<file path="config.mk">
export PLATFORM = sky130hd
export DESIGN_NAME = tt_dfd_ffs_dispatch
export DESIGN_NICKNAME = d
export VERILOG_FILES = /design/src/rtl/tt_dfd_ffs_pkg.sv /design/src/rtl/tt_dfd_ffs_dispatch_slot.sv /design/src/rtl/tt_dfd_ffs_dispatch.sv
export SDC_FILE = /design/constraint.sdc
export NUM_CORES = 1
export LEC_CHECK = 0
export CORE_ASPECT_RATIO = 0.9
export CORE_MARGIN = 3
export CORE_UTILIZATION = 40
export CTS_BUF_LIST = sky130_fd_sc_hd__clkbuf_4
export DETAILED_ROUTE_END_ITERATION = 10
export PLACE_DENSITY = 0.74
export SLEW_MARGIN = 5
export SYNTH_ARGS = -nofsm -noshare
export SYNTH_HDL_FRONTEND = slang
export SYNTH_HIERARCHICAL = 1
export SYNTH_SLANG_ARGS = --single-unit
</file>
<file path="constraint.sdc">
create_clock -name clk -period 2.15 [get_ports clk]
set_clock_uncertainty 0.05 [all_clocks]
set_input_delay 0.215 -clock clk [delete_from_list [all_inputs] [get_ports clk]]
set_output_delay 0.215 -clock clk [all_outputs]
set_load 0.02 [all_outputs]
</file>
<file path="src/rtl/tt_dfd_ffs_pkg.sv">
// Shared constants and helpers for the indexed find-first-set dispatcher.
package tt_dfd_ffs_pkg;

    // Width of the saturating drop counter.
    localparam int DROP_CNT_W = 8;

    // Destination index width; a single lane still needs a one-bit index.
    function automatic int idx_width(input int w);
        return (w > 1) ? $clog2(w) : 1;
    endfunction

endpackage

</file>
<file path="src/rtl/tt_dfd_ffs_dispatch_slot.sv">
// One-entry holding register for a single output lane. Supports drain and
// refill in the same cycle so a lane can sustain one payload per cycle.
module tt_dfd_ffs_dispatch_slot #(
    parameter int DATA_WIDTH = 4
) (
    input  logic                  clk,
    input  logic                  reset_n,
    input  logic                  load_i,
    input  logic [DATA_WIDTH-1:0] data_i,
    input  logic                  rdy_i,
    output logic                  vld_o,
    output logic [DATA_WIDTH-1:0] data_o,
    output logic                  free_o
);

    logic                  vld_q, vld_d;
    logic [DATA_WIDTH-1:0] data_q, data_d;

    // Load wins over drain; a drained slot keeps its last payload.
    always_comb begin
        vld_d  = vld_q;
        data_d = data_q;
        if (load_i) begin
            vld_d  = 1'b1;
            data_d = data_i;
        end else if (vld_q && rdy_i) begin
            vld_d  = 1'b0;
        end
    end

    // Slot state register.
    always_ff @(posedge clk or negedge reset_n) begin
        if (!reset_n) begin
            vld_q  <= 1'b0;
            data_q <= '0;
        end else begin
            vld_q  <= vld_d;
            data_q <= data_d;
        end
    end

    assign free_o = ~vld_q | rdy_i;
    assign vld_o  = vld_q;
    assign data_o = data_q;

endmodule

</file>
<file path="src/rtl/tt_dfd_ffs_dispatch.sv">
// Indexed dispatcher: decodes a binary destination index (or broadcast) and
// delivers the payload into the selected lane's one-entry holding slot.
// Out-of-range unicast beats are accepted, dropped, flagged and counted.
module tt_dfd_ffs_dispatch
    import tt_dfd_ffs_pkg::*;
#(
    parameter int WIDTH      = 8,
    parameter int SIZE       = idx_width(WIDTH),
    parameter int DATA_WIDTH = 4
) (
    input  logic                                clk,
    input  logic                                reset_n,
    input  logic                                in_vld,
    input  logic [SIZE-1:0]                     in_idx,
    input  logic                                in_bcast,
    input  logic [DATA_WIDTH-1:0]               in_data,
    output logic                                in_rdy,
    output logic [WIDTH-1:0]                    out_vld,
    output logic [WIDTH-1:0][DATA_WIDTH-1:0]    out_data,
    input  logic [WIDTH-1:0]                    out_rdy,
    output logic                                err_oob,
    output logic [DROP_CNT_W-1:0]               drop_cnt
);

    logic [WIDTH-1:0]      lane_free;
    logic [WIDTH-1:0]      idx_onehot;
    logic [WIDTH-1:0]      lane_load;
    logic                  idx_in_range;
    logic                  accept;
    logic                  drop;

    logic                  err_oob_q, err_oob_d;
    logic [DROP_CNT_W-1:0] drop_cnt_q, drop_cnt_d;

    // Binary to one-hot; an index past the last lane decodes to all zeros.
    always_comb begin
        idx_onehot = '0;
        for (int i = 0; i < WIDTH; i++) begin
            idx_onehot[i] = (in_idx == SIZE'(i));
        end
    end

    assign idx_in_range = |idx_onehot;

    // Broadcast is all-or-nothing; dropped beats never stall the source.
    always_comb begin
        in_rdy = 1'b1;
        if (in_bcast)          in_rdy = &lane_free;
        else if (idx_in_range) in_rdy = |(idx_onehot & lane_free);
    end

    assign accept    = in_vld & in_rdy;
    assign lane_load = accept ? (in_bcast ? '1 : idx_onehot) : '0;
    assign drop      = accept & ~in_bcast & ~idx_in_range;

    for (genvar g = 0; g < WIDTH; g++) begin : g_lane
        tt_dfd_ffs_dispatch_slot #(
            .DATA_WIDTH (DATA_WIDTH)
        ) u_slot (
            .clk     (clk),
            .reset_n (reset_n),
            .load_i  (lane_load[g]),
            .data_i  (in_data),
            .rdy_i   (out_rdy[g]),
            .vld_o   (out_vld[g]),
            .data_o  (out_data[g]),
            .free_o  (lane_free[g])
        );
    end

    // Error pulse follows each drop; counter saturates at all-ones.
    always_comb begin
        err_oob_d  = drop;
        drop_cnt_d = drop_cnt_q;
        if (drop && (drop_cnt_q != '1)) drop_cnt_d = drop_cnt_q + 1'b1;
    end

    // Error/drop state register.
    always_ff @(posedge clk or negedge reset_n) begin
        if (!reset_n) begin
            err_oob_q  <= 1'b0;
            drop_cnt_q <= '0;
        end else begin
            err_oob_q  <= err_oob_d;
            drop_cnt_q <= drop_cnt_d;
        end
    end

    assign err_oob  = err_oob_q;
    assign drop_cnt = drop_cnt_q;

endmodule

</file>
==> impl_table.tex <==
\begin{tabular}{lr}
\hline
Metric & Value \\
\hline
\multicolumn{2}{l}{\textbf{Route}} \\
\quad Drt pass-1 iters & 4 \\
\quad Routed wire per std cell & 16.5 um \\
\quad Count of unresolved DRC violations after routing & 0 \\
\quad Routed vias/inst & around 4.7 \\
\quad Total via count after detailed routing & around 1500 \\
\quad Post-DRT Antenna Nets & 0 \\
\quad Total routed wirelength & roughly 5000 um \\
\quad Number of DRC markers in iteration 0 & between 50 and 60 \\
\multicolumn{2}{l}{\textbf{Finish}} \\
\quad Number of antenna repair diodes & 0 \\
\quad Layout cells sized above 1 & $\sim$34\% \\
\quad Layout area overhead & 51.0\% \\
\quad Fin util & 63.4\% \\
\quad NumNets Final & around 260 \\
\multicolumn{2}{l}{\textbf{Global routing}} \\
\quad Met1 track demand over resource & 23.2\% \\
\quad Wire length of the first global-routing pass & about 8200 um \\
\quad Maximum number of pins on one net before global-route repair & 50 \\
\quad Met2 GRT Util & between 20\% and 30\% \\
\quad Total routing usage reported by global routing & a little under a fifth \\
\quad Leftover overflow at the end of global routing & 0 \\
\quad Layer with the highest usage after global routing & met2 \\
\quad Vias in the first global route & between 1500 and 2000 \\
\quad Met3 Resource Use GR & $\sim$8.4\% \\
\quad Initial antenna violation count & 0 \\
\multicolumn{2}{l}{\textbf{Timing}} \\
\quad Period utilisation layout & 101\% \\
\quad Total negative slack for setup checks & -0.0454 ns \\
\quad Fmax & 463 MHz \\
\quad Hold WS & 0.341 ns \\
\quad Setup Viol. Count Final & 5 \\
\quad Setup WS post-layout & -0.0111 ns \\
\quad Slew at the pin with the worst max-slew slack & a little over 0.6 ns \\
\quad RSZ-0062 raised after global routing & yes \\
\quad Final-report hold violation count & 0 \\
\quad Final Slew Violations & 0 \\
\quad Clock period minus final worst setup slack & approximately 2.2 ns \\
\quad Slew margin rel. & between 50\% and 60\% \\
\multicolumn{2}{l}{\textbf{Die}} \\
\quad Area of the core & just under 5000 um\^{}2 \\
\quad Die extent in x & roughly 82 um \\
\quad Top Ports & around 70 \\
\quad Starting Density & between 40\% and 50\% \\
\quad Overall die height & about 74 um \\
\quad Rows & 24 \\
\quad Die area & 6030 um\^{}2 \\
\multicolumn{2}{l}{\textbf{Placement}} \\
\quad Worst slack, placed & -0.428 ns \\
\quad Final estimated routing congestion in global placement & about 0.87 \\
\quad Count of input and output buffers & 68 \\
\quad Detailed-placement wirelength estimate & between 3000 and 4000 um \\
\multicolumn{2}{l}{\textbf{Critical path}} \\
\quad Arrival time at the worst endpoint & approximately 2.4 ns \\
\quad Category of the worst setup path capture point & flip-flop \\
\quad Sort of element at the start of the critical path & flip-flop \\
\quad Crit path required time & 2.36 ns \\
\quad Critical setup path kind & flip-flop to flip-flop \\
\quad Critical path fanouts, max & 9 \\
\multicolumn{2}{l}{\textbf{Clock network}} \\
\quad TritonCTS clock tree & yes \\
\quad Clock latency on the worst-skew pair & about 0.35 ns \\
\quad Clock Pin Slew Worst Setup and Hold Paths & 0.13 ns \\
\quad Root Buffer & clkbuf\_4 \\
\quad H-tree levels & 2 \\
\quad TritonCTS Sinks & about 50 \\
\quad Inserted Clock Buffers & 5 \\
\quad CTS max path bufs & 2 \\
\multicolumn{2}{l}{\textbf{Power}} \\
\quad Switching pwr & around 1.4 mW \\
\quad Portion of total power attributed to the clock network & 11.0\% \\
\quad Portion of total power attributed to combinational logic & between 50\% and 60\% \\
\quad Sequential share of power & a little under two fifths \\
\quad Net switching share of the total power & a little over a third \\
\quad Total power & just under 4 mW \\
\quad Cell Int Power & 2.50 mW \\
\quad Pwr Density & 1250 nW/um\^{}2 \\
\quad Worst voltage drop across the vdd grid & about 0.77 mV \\
\quad Leakage power & 1.32 nW \\
\multicolumn{2}{l}{\textbf{Synthesis}} \\
\quad Syn Nets & $\sim$170 \\
\quad Fraction of synthesized cell area taken by the top area cell type & between 50\% and 60\% \\
\quad Number of distinct library cell variants in the gate-level netlist after synthesis & 20 \\
\quad Area contributors post-synth & dfrtp\_1 60\%, mux2\_2 18\%, a2111oi\_2 5.8\% \\
\quad Most common cell in the netlist & dfrtp\_1 \\
\quad Most frequent cells after synthesis & 49 x dfrtp\_1, 33 x mux2\_2, 17 x nand2b\_1 \\
\quad Register bit total from synthesis & 49 \\
\quad Most instantiated flip-flop cell in the synthesis netlist & dfrtp\_1 \\
\quad Sequential area share after synthesis & about 60\% \\
\quad Mean Syn Cell Area & 14.1 um\^{}2 \\
\quad Share of synthesized registers carrying an async set or reset & 100\% \\
\quad Cell area after synthesis & 2050 um\^{}2 \\
\quad Instance count of the mapped netlist & $\sim$150 \\
\quad Biggest area consumer among synthesized cells & dfrtp\_1 \\
\quad EDFF count, synth & 0 \\
\quad Total number of yosys warnings & 6 \\
\multicolumn{2}{l}{\textbf{Run}} \\
\quad Number of max-capacitance violations reported & 0 \\
\multicolumn{2}{l}{\textbf{Min path}} \\
\quad Worst min-delay path category & flip-flop to flip-flop \\
\multicolumn{2}{l}{\textbf{Status}} \\
\quad Failing checks & setup timing \\
\quad Run status & complete, but fails checks \\
\hline
\end{tabular}
==> registers in the layout, indices dropped and copies added, names as in the netlist <==
register	flops
g_lane.u_slot/vld_o	8
drop_cnt	8
g_lane.u_slot/data_o	32
err_oob	1
==> per-stage QoR <==
| step | instances | instance area (um^2) |
|---|---|---|
| after floorplan | 146 | 2050 |
| after global placement | 291 | 2940 |
| after detailed placement | 291 | 2940 |
| after CTS | 304 | 3080 |
| after global routing | 306 | 3100 |
| final | 306 | 3100 |
==> logic make-up after synthesis <==
| group | share of synthesized area, % |
|---|---|
| DFF | 59.7 |
| and+or+nand+nor | 9.74 |
| muxes | 19.8 |
| buffers and inverters | 2.98 |
| AOI/OAI and AO/OA | 7.61 |
| other | 0.183 |
==> final timing paths <==
check	start	end	slack, ns	depth (start not counted)
max	g_lane[5].u_slot/vld_o$_DFFE_PN0P_	g_lane[6].u_slot/data_o[2]$_DFFE_PN0P_	-0.01	7
max reg2reg	g_lane[5].u_slot/vld_o$_DFFE_PN0P_	g_lane[6].u_slot/data_o[2]$_DFFE_PN0P_	-0.01	7
max in group asynchronous	reset_n	g_lane[4].u_slot/data_o[1]$_DFFE_PN0P_	1.22	3
min in group asynchronous	reset_n	g_lane[7].u_slot/vld_o$_DFFE_PN0P_	0.42	3
min	drop_cnt[5]$_DFFE_PN0P_	drop_cnt[5]$_DFFE_PN0P_	0.34	0
min reg2reg	drop_cnt[5]$_DFFE_PN0P_	drop_cnt[5]$_DFFE_PN0P_	0.34	0
==> critical path, stage by stage, from the launching register on <==
cell and delay [ns]:
dfrtp_1 0.40, nand2b_1 0.10, nand4_1 0.11, or3_1 0.38, buf_6 0.17, a2111oi_4 0.33
buf_4 0.20, mux2_2 0.33
==> power groups by stage <==
| stage | Clock [mW] | Sequential, mW | Combinational [mW] |
|---|---|---|---|
| after floorplan | 0 | 1.90 | 0.514 |
| after CTS | 0.443 | 1.46 | 2.00 |
| after detailed placement | 0 | 1.48 | 1.95 |
| after global routing | 0.493 | 1.51 | 2.11 |
| final | 0.427 | 1.46 | 2.00 |
| after global placement | 0 | 1.45 | 1.91 |
==> cell usage in the layout (no fill, tap or decap), types with 2 or more instances in the layout <==
cell type	netlist	final
a2111oi_4	0	4
nor2_1	3	3
buf_4	0	27
dfrtp_1	49	49
nand2_1	8	8
a2111oi_2	8	4
mux2i_1	2	2
mux2_2	33	33
buf_2	1	2
clkdlybuf4s50_1	0	66
nand2b_1	17	17
nor2b_1	4	4
clkbuf_4	0	7
nand3_1	3	3
==> layer usage <==
metal | vias up | wire length (um) | part of all wire, %
met3 | 4 | 537 | 11
met4 | 0 | 36 | 0.71
li1 | 693 | - | -
met5 | - | 0 | 0
met2 | 65 | 2290 | 45
met1 | 690 | 2180 | 43
==> what timing repair did <==
item,CTS,global route
gates cloned,0,0
gates resized for setup,9,1
endpoints found under the hold margin,49,0
hold buffers,1,0
setup endpoints to repair,33,33
buffers inserted,4,2
==> cell type report <==
type	count	area (um^2)
Fill cell	384	1790
Sequential cell	49	1230
Timing Repair Buffer	98	915
Multi-Input combinational cell	85	817
Tap cell	65	81.3
Clock buffer	7	52.6
Clock inverter	1	7.51
Inverter	1	3.75
(Power assumes the default switching activity.)
